<file path="src/rtl/rf_sched_pkg.sv">
// Shared definitions for the register-file write-port scheduler.
package rf_sched_pkg;

  typedef enum logic {
    INIT = 1'b0,
    RUN  = 1'b1
  } state_t;

  localparam int REG_COUNT = 32;
  localparam int ZERO_REG  = 0;
  localparam int DEF_AW    = 5;
  localparam int DEF_DW    = 32;

endpackage

</file>
<file path="src/rtl/rr_arbiter.sv">
// Round-robin priority picker: the first set request at or above the pointer
// wins; if none exists there, the search wraps to the lowest set request.
module rr_arbiter #(
  parameter int NREQ = 3,
  parameter int PW   = (NREQ > 1) ? $clog2(NREQ) : 1
) (
  input  logic [NREQ-1:0] i_req,
  input  logic [PW-1:0]   i_ptr,
  output logic [NREQ-1:0] o_gnt,
  output logic [PW-1:0]   o_idx,
  output logic            o_any
);

  logic [NREQ-1:0] w_mask;
  logic [NREQ-1:0] w_masked;
  logic [PW-1:0]   w_m_idx;
  logic [PW-1:0]   w_u_idx;
  logic            w_m_hit;
  logic            w_u_hit;

  // Thermometer mask keeping only requesters at or above the pointer.
  always_comb begin
    w_mask = '0;
    for (int k = 0; k < NREQ; k++) begin
      w_mask[k] = (PW'(k) >= i_ptr);
    end
  end

  assign w_masked = i_req & w_mask;

  // Lowest-index pick over the masked and unmasked request vectors.
  always_comb begin
    w_m_idx = '0;
    w_u_idx = '0;
    w_m_hit = 1'b0;
    w_u_hit = 1'b0;
    for (int k = NREQ - 1; k >= 0; k--) begin
      if (w_masked[k]) begin
        w_m_idx = PW'(k);
        w_m_hit = 1'b1;
      end
      if (i_req[k]) begin
        w_u_idx = PW'(k);
        w_u_hit = 1'b1;
      end
    end
  end

  // Prefer the masked pick so the search wraps only when nothing lies above.
  always_comb begin
    o_any = w_m_hit | w_u_hit;
    o_idx = w_m_hit ? w_m_idx : w_u_idx;
    o_gnt = o_any ? (NREQ'(1) << o_idx) : '0;
  end

endmodule

</file>
<file path="src/rtl/rf_write_scheduler.sv">
// Single write-port controller for the 32x32 register file: zero-fills
// registers 1..31 after reset, then round-robins writeback requesters.
// Writes to register 0 are accepted and discarded.
module rf_write_scheduler
  import rf_sched_pkg::*;
#(
  parameter int NREQ    = 3,
  parameter int AW      = DEF_AW,
  parameter int DW      = DEF_DW,
  parameter int INIT_EN = 1
) (
  input  logic               clk_i,
  input  logic               rst_i,
  input  logic [NREQ-1:0]    req_valid_i,
  input  logic [NREQ*AW-1:0] req_addr_i,
  input  logic [NREQ*DW-1:0] req_data_i,
  output logic [NREQ-1:0]    req_ready_o,
  input  logic               hold_i,
  output logic               wr_en_o,
  output logic [AW-1:0]      wr_addr_o,
  output logic [DW-1:0]      wr_data_o,
  output logic               init_done_o
);

  localparam int     PW        = (NREQ > 1) ? $clog2(NREQ) : 1;
  localparam int     IW        = $clog2(REG_COUNT) + 1;
  localparam state_t RST_STATE = (INIT_EN != 0) ? INIT : RUN;

  state_t          r_state;
  logic [IW-1:0]   r_init_idx;
  logic [PW-1:0]   r_rr_ptr;
  logic            r_wr_en;
  logic [AW-1:0]   r_wr_addr;
  logic [DW-1:0]   r_wr_data;
  logic            r_init_done;

  state_t          w_state_nxt;
  logic [IW-1:0]   w_init_idx_nxt;
  logic [PW-1:0]   w_rr_ptr_nxt;
  logic            w_wr_en_nxt;
  logic [AW-1:0]   w_wr_addr_nxt;
  logic [DW-1:0]   w_wr_data_nxt;
  logic            w_init_done_nxt;

  logic [NREQ-1:0] w_zero;
  logic [NREQ-1:0] w_nz;
  logic [NREQ-1:0] w_gnt;
  logic [PW-1:0]   w_idx;
  logic            w_any;
  logic            w_run_act;
  logic            w_grant;
  logic [AW-1:0]   w_sel_addr;
  logic [DW-1:0]   w_sel_data;

  // Split valid requests into zero-address drops and real write candidates.
  always_comb begin
    w_zero = '0;
    w_nz   = '0;
    for (int k = 0; k < NREQ; k++) begin
      w_zero[k] = req_valid_i[k] && (req_addr_i[k*AW +: AW] == AW'(ZERO_REG));
      w_nz[k]   = req_valid_i[k] && (req_addr_i[k*AW +: AW] != AW'(ZERO_REG));
    end
  end

  rr_arbiter #(
    .NREQ (NREQ),
    .PW   (PW)
  ) u_arb (
    .i_req (w_nz),
    .i_ptr (r_rr_ptr),
    .o_gnt (w_gnt),
    .o_idx (w_idx),
    .o_any (w_any)
  );

  assign w_run_act   = (r_state == RUN) && !hold_i;
  assign w_grant     = w_run_act && w_any;
  assign req_ready_o = w_run_act ? (w_zero | w_gnt) : '0;
  assign w_sel_addr  = req_addr_i[32'(w_idx)*AW +: AW];
  assign w_sel_data  = req_data_i[32'(w_idx)*DW +: DW];

  // Next-state and next-output decode; write port defaults to idle.
  always_comb begin
    w_state_nxt     = r_state;
    w_init_idx_nxt  = r_init_idx;
    w_rr_ptr_nxt    = r_rr_ptr;
    w_wr_en_nxt     = 1'b0;
    w_wr_addr_nxt   = r_wr_addr;
    w_wr_data_nxt   = r_wr_data;
    w_init_done_nxt = r_init_done;
    case (r_state)
      INIT: begin
        if (r_init_idx < IW'(REG_COUNT)) begin
          w_wr_en_nxt    = 1'b1;
          w_wr_addr_nxt  = AW'(r_init_idx);
          w_wr_data_nxt  = '0;
          w_init_idx_nxt = r_init_idx + IW'(1);
        end else begin
          w_state_nxt     = RUN;
          w_init_done_nxt = 1'b1;
        end
      end
      RUN: begin
        w_init_done_nxt = 1'b1;
        if (w_grant) begin
          w_wr_en_nxt   = 1'b1;
          w_wr_addr_nxt = w_sel_addr;
          w_wr_data_nxt = w_sel_data;
          w_rr_ptr_nxt  = (w_idx == PW'(NREQ - 1)) ? '0 : w_idx + PW'(1);
        end
      end
      default: w_state_nxt = RST_STATE;
    endcase
  end

  // State and registered write-port outputs; reset clears any in-flight write.
  always_ff @(posedge clk_i or posedge rst_i) begin
    if (rst_i) begin
      r_state     <= RST_STATE;
      r_init_idx  <= IW'(1);
      r_rr_ptr    <= '0;
      r_wr_en     <= 1'b0;
      r_wr_addr   <= '0;
      r_wr_data   <= '0;
      r_init_done <= 1'b0;
    end else begin
      r_state     <= w_state_nxt;
      r_init_idx  <= w_init_idx_nxt;
      r_rr_ptr    <= w_rr_ptr_nxt;
      r_wr_en     <= w_wr_en_nxt;
      r_wr_addr   <= w_wr_addr_nxt;
      r_wr_data   <= w_wr_data_nxt;
      r_init_done <= w_init_done_nxt;
    end
  end

  assign wr_en_o     = r_wr_en;
  assign wr_addr_o   = r_wr_addr;
  assign wr_data_o   = r_wr_data;
  assign init_done_o = r_init_done;

endmodule
</file>
<file path="config.mk">
export PLATFORM = sky130hd
export DESIGN_NAME = rf_write_scheduler
export DESIGN_NICKNAME = d
export VERILOG_FILES = /design/src/rtl/rf_sched_pkg.sv /design/src/rtl/rr_arbiter.sv /design/src/rtl/rf_write_scheduler.sv
export SDC_FILE = /design/constraint.sdc
export NUM_CORES = 1
export LEC_CHECK = 0
export BUFFER_PORTS_ARGS = -buffer_cell sky130_fd_sc_hd__buf_2
export CORE_ASPECT_RATIO = 1.2
export CORE_MARGIN = 2
export CORE_UTILIZATION = 25
export CTS_CLUSTER_DIAMETER = 50
export DETAILED_ROUTE_END_ITERATION = 10
export PLACE_DENSITY = 0.61
export SKIP_LAST_GASP = 1
export SYNTH_ARGS = -nofsm -noshare
export SYNTH_HDL_FRONTEND = slang
export SYNTH_SLANG_ARGS = --single-unit
</file>
<file path="constraint.sdc">
create_clock -name clk_i -period 3.9 [get_ports clk_i]
set_input_delay 0.585 -clock clk_i [delete_from_list [all_inputs] [get_ports clk_i]]
set_output_delay 0.585 -clock clk_i [all_outputs]
set_load 0.05 [all_outputs]
</file>
# After elaboration in Yosys (flattened, before gate mapping)
# Cells that the tools add are included.
[totals] word_cells=72 output_inout_bits=42 in_bits=117 register_bits=48
[op_classes] order_cmp=4 shift=3 n_reduce_logical=18 n_eq_ne=4 mux=29 n_mul=1 n_addsub=2 n_bitwise=4
[ops] cell="variable part select 96 x 8 -> 32 bit" count=1
[ops] cell="2-to-1 mux 32 bit" count=2
[ops] cell="case mux 32 bit (2 select lines)" count=1
[ops] cell="2-to-1 mux 2 bit" count=8
[ops] cell="logical NOT 5 bit" count=3
[ops] cell="nonzero test 5 bit" count=3
[ops] cell="variable part select 15 x 6 -> 5 bit" count=1
[ops] cell="2-to-1 mux 1 bit" count=11
[ops] cell="2-to-1 mux 5 bit" count=2
[ops] cell="case mux 5 bit (2 select lines)" count=1
[ops] cell="logical AND 1 bit" count=8
[ops] cell="adder 6 x 1 -> 6 bit (second input constant)" count=1
[ops] cell="less-than comparator 6 bit (second input constant)" count=1
[ops] cell="2-to-1 mux 3 bit" count=2
[ops] cell="AND reduction 2 bit" count=3
[ops] cell="multiplier 2 x 3 -> 5 bit (second input constant)" count=1
[ops] cell=">= comparator 1 x 2 -> 1 bit (first input constant)" count=2
[ops] cell="inequality test 2 bit (second input constant)" count=2
[ops] cell="case mux 1 bit (2 select lines)" count=2
[ops] cell="bitwise AND 3 bit" count=1
[ops] cell="OR 3 bit" count=1
[ops] cell="<< shifter 1 x 2 -> 3 bit (first input constant)" count=1
[ops] cell="adder 2 x 1 -> 2 bit (second input constant)" count=1
[ops] cell="== test 2 bit (second input constant)" count=1
[ops] cell="other kinds (5)" count=5

# Longest topological paths before layout
# Gate-level depths: netlist of the first run.
[logic_depth] word_depth=11 mapped_depth=7 depth_no_buf=6

# Cells and area by module
# From an unflattened synthesis of the first run, not the netlist that was laid out.
[unflattened] hier_cells=246 hier_area_um2=2778.9
[by_module_without_submodules] mod="rf_write_scheduler" cells_per_inst=232 instances=1 area_per_inst_um2=2678.8 seq_area_each_um2=1202.4
[by_module_without_submodules] mod="rr_arbiter" cells_per_inst=14 instances=1 area_per_inst_um2=100.1 seq_area_each_um2=0.0

# Worst setup path before layout of the first run
# Ideal clock, no wire load.
[synth_timing] path_kind="input -> output" from="in req_addr_i[5]" to="out req_ready_o[2]" n_path_buf=0 slack_ps=612 t_required_ps=3315 arrival_time_ps=2703 stages=5 path_cell_list="or4_1 o211a_1 nor2_1 a21oi_1 nor3_1"
[synth_via] elab_chain_len=10 word_cells_on_any_way=17 classes_between="1 x shift; 11 x mux; 3 x bitwise; 2 x reduce/logical"
[synth_lines] item="start, declared" line_no="rf_write_scheduler.sv:15" source="input logic [NREQ*AW-1:0] req_addr_i,"
[synth_lines] item="nonzero test 5 bit *" line_no="rf_write_scheduler.sv:61" source="w_nz[k] = req_valid_i[k] && (req_addr_i[k*AW +: AW] != AW'(ZERO_REG));"
[synth_lines] item="logical AND 1 bit *" line_no="rf_write_scheduler.sv:61"
[synth_lines] item="bitwise AND 3 bit" line_no="rr_arbiter.sv:29" source="assign w_masked = i_req & w_mask;"
[synth_lines] item="2-to-1 mux 2 bit or 2-to-1 mux 1 bit (tied branches) (2 in series)" line_no="rr_arbiter.sv:38" source="if (w_masked[k]) begin"
[synth_lines] item="2-to-1 mux 2 bit" line_no="rr_arbiter.sv:52" source="o_idx = w_m_hit ? w_m_idx : w_u_idx;"
[synth_lines] item="<< shifter 1 x 2 -> 3 bit" line_no="rr_arbiter.sv:53" source="o_gnt = o_any ? (NREQ'(1) << o_idx) : '0;"
[synth_lines] item="2-to-1 mux 3 bit *" line_no="rr_arbiter.sv:53"
[synth_lines] item="OR 3 bit *" line_no="rf_write_scheduler.sv:78" source="assign req_ready_o = w_run_act ? (w_zero | w_gnt) : '0;"
[synth_lines] item="2-to-1 mux 3 bit *" line_no="rf_write_scheduler.sv:78"
[synth_lines] item="end, declared" line_no="rf_write_scheduler.sv:17" source="output logic [NREQ-1:0] req_ready_o,"
# Every way passes the cells marked *; elsewhere a longest branch is shown, timed or not.

# Worst setup path after layout of the first run
[layout_timing] from="in req_addr_i[10]" to="out req_ready_o[1]"
[layout_via] elab_chain_len=11 word_cells_on_any_way=21 classes_between="1 x shift; 15 x mux; 3 x bitwise; 2 x reduce/logical"
[layout_lines] item="nonzero test 5 bit *" line_no="rf_write_scheduler.sv:61"
[layout_lines] item="logical AND 1 bit *" line_no="rf_write_scheduler.sv:61"
[layout_lines] item="bitwise AND 3 bit" line_no="rr_arbiter.sv:29"
[layout_lines] item="2-to-1 mux 1 bit or 2-to-1 mux 2 bit (tied branches) (3 in series)" line_no="rr_arbiter.sv:38"
[layout_lines] item="2-to-1 mux 2 bit" line_no="rr_arbiter.sv:52"
[layout_lines] item="<< shifter 1 x 2 -> 3 bit" line_no="rr_arbiter.sv:53"
[layout_lines] item="2-to-1 mux 3 bit *" line_no="rr_arbiter.sv:53"
[layout_lines] item="OR 3 bit *" line_no="rf_write_scheduler.sv:78"
[layout_lines] item="2-to-1 mux 3 bit *" line_no="rf_write_scheduler.sv:78"
# Marks and branches as above.

==> results_dict.tcl, run 1 <==
set metrics [dict create \
    status "complete, no violations" \
    maxSlewViolCount 0 \
    synthToLayoutAreaGrowth_pct 36.1 \
    power_frac_seq_pct 33.6 \
    ant_nets 0 \
    ioPinCount 159 \
    power.total_w 0.00191 \
    clock_path_buffers 2 \
    post-route-period-util_pct 75.5 \
    dpl-instance-area_um2 3830 \
    rsz0062_at_grt "false" \
    worst_path_max_delay_cell "nor4_1" \
    crit_fanout 8 \
    cts_setup_buffers 0 \
    synth_cell_types 51 \
    slew_headroom_pct 32.1 \
    drc 0 \
    hold_violations 0 \
    syn_nets 401 \
    hpwlAfterDp_um 6740 \
    cp.required_ns 3.31 \
    clockRootBuffer "clkbuf_16" \
    clkLatencyLatePin_ns 0.29 \
    grtUsageTotal_pct 14.1 \
    wl_per_cell_um 15.0 \
    finalSetupViolCount 0 \
    grt-ovfl-total 0 \
    wl_um 8870 \
    path_clk_slew_ns 0.06 \
    crit_type "primary input to output port" \
    htreeDepth 2 \
    setup.worst_path.start "req_addr_i[10]" \
    grt_max_degree 49 \
    drt_pass1_iterations 4 \
    maxClockFrequency_ghz 0.340 \
    cp.arrival_ns 2.36 \
    path_buf_inv 2 \
    period_needed_ns 2.94 \
    cts.repair.resized 0 \
    dieWidth_um 103 \
    ir_drop_mv 0.166 \
    yosys-top-cells-count "dfrtp_1, inv_1, nand2_1" \
    critPathLaunchType "primary input" \
    synth_most_common_cell "dfrtp_1" \
    min-delay-path-class "register to register" \
    start_util_pct 25.5 \
    synth_flop_cell "dfrtp_1" \
    drt_iter0_drc 113 \
    diodes 0 \
    synth-seq-cells 48 \
    finClkSkew_ns 0.00918 \
    p_comb_share_pct 44.2 \
    cts_buffers 5 \
    cts.sinks 48 \
    hold_buffers 0 \
    port_buffers 158 \
    synthCells 283 \
    cts_tree "done" \
    grt_first_pass_wirelength_um 13600 \
    worstRegToRegCells 5 \
    reg2reg_from "r_state$_DFF_PP0_" \
    avgSynthCellArea_um2 10.3 \
    synth_edf_count 0 \
    yosys.area.top_type "dfrtp_1" \
    grt_pass1_vias 2749 \
    worst_pin_slew_ns 1.02 \
    hold_start "init_done_o$_DFFE_PP0N_" \
    p_sw_w 0.000840 \
    nets 553 \
    fp.coreArea_um2 11500 \
    cpPeakStageDelay_ns 0.63 \
    syn_area_um2 2920 \
    intPower_w 0.00107 \
    crit_path_end "req_ready_o[1]" \
    ys_warn_count 0 \
    r2r_setup_slack_ns 1.75 \
    tns_ns 0 \
    rr_endpoint "wr_data_o[31]$_DFFE_PP0P_" \
    synth.area.top_cells "dfrtp_1, o221ai_2, a22oi_2" \
    synthArstFlopShare_pct 100 \
    num_vias 2824 \
    cp_common_cell "buf_2" \
    synth_top_cell_area_share_pct 40.3 \
    fp.dieH_um 122 \
    finalNonFillerCells 593 \
    switching_share_pct 44.0 \
    gp_congestion 0.765 \
    seq_area_frac_synth_pct 41.2 \
    dieArea_um2 12600 \
    avgViaCountPerCell 4.76 \
    max_cap_viol_count 0 \
    leakage_nw 1.88 \
    endpoint_kind "output port" \
    antenna_found_initial 0 \
    powerDensity_nw_per_um2 481 \
    crit_cells 7 \
    clkPwrFrac_pct 22.2 \
    cpLargestDelayFamily "simple AND/OR/NAND/NOR gates" \
    rows 43 \
    layout-drive-gt1-share_pct 51.8 \
    worstPathCellList "buf_2 -> nor4_1 -> a211o_1 -> and2_1 -> nand3_2 -> o31ai_1 -> buf_2" \
    stdcell_area_um2 3980 \
    dp_cells 585 \
]
## layout make-up
cell class              instances  area (µm²)
fillers                      1196        7480
multi-input cells             178        1450
flip-flops and latches         48        1200
repair buffers                165         843
well taps                     157         196
inverters                      37         139
clock buffers                   6         129
clock inverters                 2        12.5
## registers in the layout, indices dropped and copies added, names as in the netlist
name,count
r_state,1
r_rr_ptr,2
wr_en_o,1
init_done_o,1
r_init_idx,6
wr_addr_o,5
wr_data_o,32
## layout by cell type (no fill, tap or decap), drive strengths merged, types with 2 or more instances in the layout
cell,count
or4,2
nand2b,3
o221ai,30
inv,37
nor2,3
nor3,2
buf,165
o21bai,2
clkbuf,6
a22oi,30
o21ai,10
dfrtp,47
nand2,37
nand3,2
xnor2,4
a211o,2
a31oi,5
a32oi,4
nand4,2
nand3b,2
a21oi,12
or3,5
o31ai,5
## power by group through the flow
stage | clock network [W] | logic, W | registers, W
floorplan | 0 | 0.000318 | 0.000958
global placement | 0 | 0.000845 | 0.000650
detailed placement | 0 | 0.000855 | 0.000648
CTS | 0.000443 | 0.000853 | 0.000643
global route | 0.000459 | 0.000902 | 0.000654
finish | 0.000423 | 0.000845 | 0.000642
## worst min path at each step
stage                                      to  cells past startpoint
floorplan           r_init_idx[5]$_DFFE_PP0P_                      1
global placement      init_done_o$_DFFE_PP0N_                      1
detailed placement    init_done_o$_DFFE_PP0N_                      1
CTS                   init_done_o$_DFFE_PP0N_                      1
global route          init_done_o$_DFFE_PP0N_                      1
finish                init_done_o$_DFFE_PP0N_                      1
## metrics by stage
stage / util [%] / hold slack (ns) / setup WS (ns)
2_1_floorplan: - / 0.453 / 0.612
5_1_grt: 34.7 / 0.486 / 0.864
6_report: 34.7 / 0.478 / 0.956
4_1_cts: 34.7 / 0.478 / 1.01
3_3_place_gp: 33.5 / 0.461 / 1.07
3_5_place_dp: 33.5 / 0.463 / 1.02
## kinds of logic (layout without fill, tap and decap cells)
kind of cell | count (synthesis) | in the layout | synth area share (%)
buf+inv | 57 | 210 | 9.21
mux | 1 | 1 | 0.385
fa+ha+maj | 1 | 1 | 0.428
flops | 48 | 48 | 41.2
compound gates | 109 | 109 | 36.8
simple gates | 63 | 63 | 10.8
xor+xnor | 4 | 4 | 1.20
## per-layer routing
metal | wire length [µm] | track usage (%)
met1 | 3700 | 17.0
met2 | 4490 | 24.5
met3 | 539 | 3.13
met4 | 142 | 4.92
met5 | 0 | 0
Note: power is estimated with default switching activity, not from simulation.
==> run 2: changes to the inputs <==
--- a/config.mk
+++ b/config.mk
@@ -11,7 +11,7 @@
 export CORE_UTILIZATION = 25
 export CTS_CLUSTER_DIAMETER = 50
 export DETAILED_ROUTE_END_ITERATION = 10
-export PLACE_DENSITY = 0.61
+export PLACE_DENSITY = 0.63
 export SKIP_LAST_GASP = 1
 export SYNTH_ARGS = -nofsm -noshare
 export SYNTH_HDL_FRONTEND = slang
==> constraint.sdc (replaced) <==
create_clock -name clk_i -period 2.4 [get_ports clk_i]
set_input_delay 0.36 -clock clk_i [delete_from_list [all_inputs] [get_ports clk_i]]
set_output_delay 0.36 -clock clk_i [all_outputs]
set_load 0.05 [all_outputs]
==> results_dict.tcl, run 2 (synthesis gave the netlist of run 1 again) <==
set metrics [dict create \
    powerDensity_nw_per_um2 804 \
    layout-drive-gt1-share_pct 54.1 \
    num_vias 2912 \
    wl_um 9200 \
    antenna_found_initial 1 \
    reg2reg_from "r_rr_ptr[0]$_DFFE_PP0P_" \
    finalSetupViolCount 0 \
    drt_iter0_drc 95 \
    hold_buffers 0 \
    fp.coreArea_um2 11500 \
    r2r_setup_slack_ns 0.45 \
    gp_congestion 0.790 \
    post-route-period-util_pct 96.8 \
    grt_max_degree 33 \
    path_clk_slew_ns 0.07 \
    dieArea_um2 12600 \
    endpoint_kind "output port" \
    min-delay-path-class "primary input to asynchronous set/reset pin" \
    cts_tree "done" \
    clkLatencyLatePin_ns 0.28 \
    hold_violations 0 \
    htreeDepth 2 \
    layout_commonest_cell "buf_2" \
    port_buffers 158 \
    finalNonFillerCells 604 \
    tns_ns 0 \
    hpwlAfterDp_um 7110 \
    place_ws_ns 0.0629 \
    wl_per_cell_um 15.2 \
    finClkSkew_ns 0.00740 \
    cts_buffers 5 \
    grt_first_pass_wirelength_um 14600 \
    layout_common_cells "buf_2, dfrtp_1, nand2_1" \
    nets 564 \
    final_util_pct 36.7 \
    ant_nets 0 \
    largest_reg_flops 32 \
    grtUsageTotal_pct 14.9 \
    maxClockFrequency_ghz 0.430 \
    max_cap_viol_count 0 \
    synthToLayoutAreaGrowth_pct 43.8 \
    cp.arrival_ns 1.96 \
    worstRegToRegCells 7 \
    crit_type "primary input to output port" \
    status "complete, no violations" \
    ir_drop_mv 0.390 \
    avgViaCountPerCell 4.82 \
    grt_pass1_vias 2946 \
    worst_pin_slew_ns 0.696 \
    setup_slack_ns 0.0769 \
    clockRootBuffer "clkbuf_16" \
    crit_fanout 5 \
    diodes 0 \
    rr_endpoint "wr_data_o[22]$_DFFE_PP0P_" \
    slew_headroom_pct 53.6 \
    cp.required_ns 2.04 \
    start_util_pct 25.5 \
    clock_path_buffers 2 \
    dp_cells 596 \
    grt-ovfl-total 0 \
    dieWidth_um 103 \
    rsz0062_at_grt "false" \
    maxSlewViolCount 0 \
    ioPinCount 159 \
    drt_pass1_iterations 6 \
    fp.dieH_um 122 \
    num-fill-cells 1166 \
    period_needed_ns 2.32 \
    rows 43 \
    leakage_nw 1.99 \
    critPathLaunchType "primary input" \
    drc 0 \
    cts.sinks 48 \
]
[run 2: cell count changes in the layout (fill, tap and decap cells not counted), sizes merged]
cell and change:
buf +11, bufinv +2, clkinv -1, clkinvlp -1
[run 2: layout make-up]
type | count | area (µm²) | area share (%)
Clock buffer | 6 | 129 | 3.07
Clock inverter | 2 | 60.1 | 1.43
Inverter | 37 | 139 | 3.31
Multi-Input combinational cell | 178 | 1470 | 35.1
Sequential cell | 48 | 1200 | 28.6
Tap cell | 157 | 196 | 4.68
Timing Repair Buffer | 176 | 1000 | 23.8
[run 2: worst max-delay path by stage]
| stage | start | endpoint | slack, ns | cells after the start |
|---|---|---|---|---|
| 6_report | req_addr_i[0] | req_ready_o[1] | 0.08 | 7 |
| 5_1_grt | req_addr_i[5] | req_ready_o[0] | 0.005 | 7 |
| 4_1_cts | req_addr_i[0] | req_ready_o[1] | 0.07 | 7 |
| 3_5_place_dp | req_addr_i[0] | wr_data_o[24]$_DFFE_PP0P_ | 0.06 | 8 |
| 3_3_place_gp | req_addr_i[0] | req_ready_o[1] | 0.08 | 7 |
| 2_1_floorplan | req_addr_i[5] | req_ready_o[2] | -0.03 | 5 |
[run 2: worst max-delay path, stage by stage]
cell and delay (ns):
buf_2 0.10, or4_4 0.58, o21a_1 0.23, a21oi_4 0.17, nand3_2 0.13, o31ai_2 0.08, buf_2 0.30
[run 2: power by group]
group          switching [W]  internal [W]
clock               0.000298      0.000598
sequential         0.0000820      0.000958
combinational       0.000995      0.000450
[run 2: what timing repair did]
item,4_1_cts,5_1_grt
setup buffers,0,0
resized for setup,0,2
endpoints found under the setup margin,0,2
[run 2: per-stage QoR]
stage	area, µm²	hold WS (ns)	power (W)
after floorplan	2940	0.453	0.00208
after global placement	4010	0.455	0.00249
after detailed placement	4010	0.465	0.00251
after CTS	4190	0.200	0.00342
after global routing	4200	0.225	0.00355
final	4200	0.177	0.00338
[run 2: metal layers]
layer	up-vias	wire length, µm	part of all wire (%)	GRT usage (%)
met5	-	13	0.14	0
li1	1385	-	-	-
met2	122	4630	50	26.0
met3	15	646	7.0	3.93
met1	1388	3770	41	18.0
met4	2	149	1.6	3.92
==> run 3: changes to the inputs <==
--- a/config.mk
+++ b/config.mk
@@ -8,10 +8,10 @@
 export BUFFER_PORTS_ARGS = -buffer_cell sky130_fd_sc_hd__buf_2
 export CORE_ASPECT_RATIO = 1.2
 export CORE_MARGIN = 2
-export CORE_UTILIZATION = 25
+export CORE_UTILIZATION = 41
 export CTS_CLUSTER_DIAMETER = 50
 export DETAILED_ROUTE_END_ITERATION = 10
-export PLACE_DENSITY = 0.63
+export PLACE_DENSITY = 0.88
 export SKIP_LAST_GASP = 1
 export SYNTH_ARGS = -nofsm -noshare
 export SYNTH_HDL_FRONTEND = slang
==> results_dict.tcl, run 3 (synthesis gave the netlist of run 1 again) <==
set metrics [dict create \
    start_util_pct 42.6 \
    slew_headroom_pct 61.4 \
    fp.coreArea_um2 6850 \
    synthToLayoutAreaGrowth_pct 38.0 \
    finalSetupViolCount 0 \
    leakage_nw 1.96 \
    endpoint_kind "output port" \
    clkLatencyLatePin_ns 0.30 \
    min-delay-path-class "primary input to asynchronous set/reset pin" \
    drc 0 \
    ant_nets 0 \
    place_ws_ns 0.0566 \
    path_buf_inv 2 \
    crit_fanout 5 \
    layout-drive-gt1-share_pct 54.5 \
    grtUsageTotal_pct 24.0 \
    grt-ovfl-total 0 \
    worstPathCellList "buf_2 -> or4_4 -> o21a_1 -> a21oi_4 -> nand3_2 -> o31ai_2 -> buf_2" \
    critPathLaunchType "primary input" \
    rows 33 \
    powerDensity_nw_per_um2 766 \
    cpLargestDelayFamily "simple AND/OR/NAND/NOR gates" \
    num_vias 2966 \
    finClkSkew_ns 0.0108 \
    rsz0062_at_grt "true" \
    maxClockFrequency_ghz 0.425 \
    antenna_found_initial 0 \
    hold_buffers 0 \
    cts.sinks 48 \
    htreeDepth 2 \
    cts_buffers 5 \
    crit_type "primary input to output port" \
    layout_commonest_cell "buf_2" \
    grt_pass1_vias 3047 \
    maxSlewViolCount 0 \
    worst_pin_slew_ns 0.578 \
    diodes 0 \
    max_cap_viol_count 0 \
    tns_ns 0 \
    wl_um 8940 \
    worst_path_max_delay_cell "or4_4" \
    hold_violations 0 \
    dieArea_um2 7820 \
    gp_congestion 0.885 \
    finalNonFillerCells 538 \
    avgViaCountPerCell 5.51 \
    nets 568 \
    fp.dieH_um 96.5 \
    wl_per_cell_um 16.6 \
    ir_drop_mv 0.425 \
    port_buffers 158 \
    cp_common_cell "buf_2" \
    cts_tree "done" \
    grt_first_pass_wirelength_um 14500 \
    cp.arrival_ns 1.99 \
    dieWidth_um 81.1 \
    cpPeakStageDelay_ns 0.58 \
    cts_setup_buffers 0 \
    cp.required_ns 2.04 \
    hpwlAfterDp_um 6960 \
    clockRootBuffer "clkbuf_8" \
    period_needed_ns 2.35 \
    ioPinCount 159 \
    power.total_w 0.00309 \
    largest_reg_flops 32 \
    dp_cells 530 \
    setup_slack_ns 0.0485 \
    path_clk_slew_ns 0.09 \
    drt_pass1_iterations 5 \
    status "complete, no violations" \
    whs_ns 0.111 \
    drt_iter0_drc 101 \
    post-route-period-util_pct 98.0 \
    clock_path_buffers 2 \
    layout_common_cells "buf_2, dfrtp_1, nand2_1" \
    grt_max_degree 29 \
    cts.repair.resized 0 \
]
==> run 3: layer usage <==
layer / track usage (%) / routed length, µm
met5: 0 / 0
met4: 6.50 / 81
met3: 3.16 / 418
met2: 44.3 / 4800
met1: 29.4 / 3640
==> run 3: worst paths after layout <==
check | startpoint | slack (ns) | to | cells past startpoint
worst max-delay path | req_addr_i[0] | 0.05 | req_ready_o[1] | 7
worst min-delay path | rst_i | 0.11 | wr_data_o[2]$_DFFE_PP0P_ | 2
worst max register to register | r_state$_DFF_PP0_ | 0.45 | wr_data_o[26]$_DFFE_PP0P_ | 7
worst min register to register | init_done_o$_DFFE_PP0N_ | 0.49 | init_done_o$_DFFE_PP0N_ | 1
max in group asynchronous | rst_i | 1.64 | r_init_idx[0]$_DFFE_PP1P_ | 3
min in group clk_i | req_data_i[26] | 0.34 | wr_data_o[26]$_DFFE_PP0P_ | 3
==> run 3: cell type report <==
cell class	instances	area [µm²]
fillers	595	2820
multi-input cells	178	1470
flip-flops and latches	48	1200
repair buffers	180	996
inverters	37	139
well taps	87	109
clock buffers	5	68.8
clock inverters	3	46.3
==> run 3: where the power goes <==
part           total, W  internal (W)  switching (W)
sequential      0.00105      0.000957      0.0000927
clock          0.000596      0.000314       0.000283
combinational   0.00144      0.000443       0.000998
total           0.00309       0.00171        0.00137
==> run 3: stage by stage <==
| step | area, µm² | util, % |
|---|---|---|
| 4_1_cts | 4030 | 58.7 |
| 2_1_floorplan | 2940 | - |
| 3_3_place_gp | 3910 | 57.0 |
| 6_report | 4030 | 58.8 |
| 3_5_place_dp | 3910 | 57.0 |
| 5_1_grt | 4030 | 58.8 |
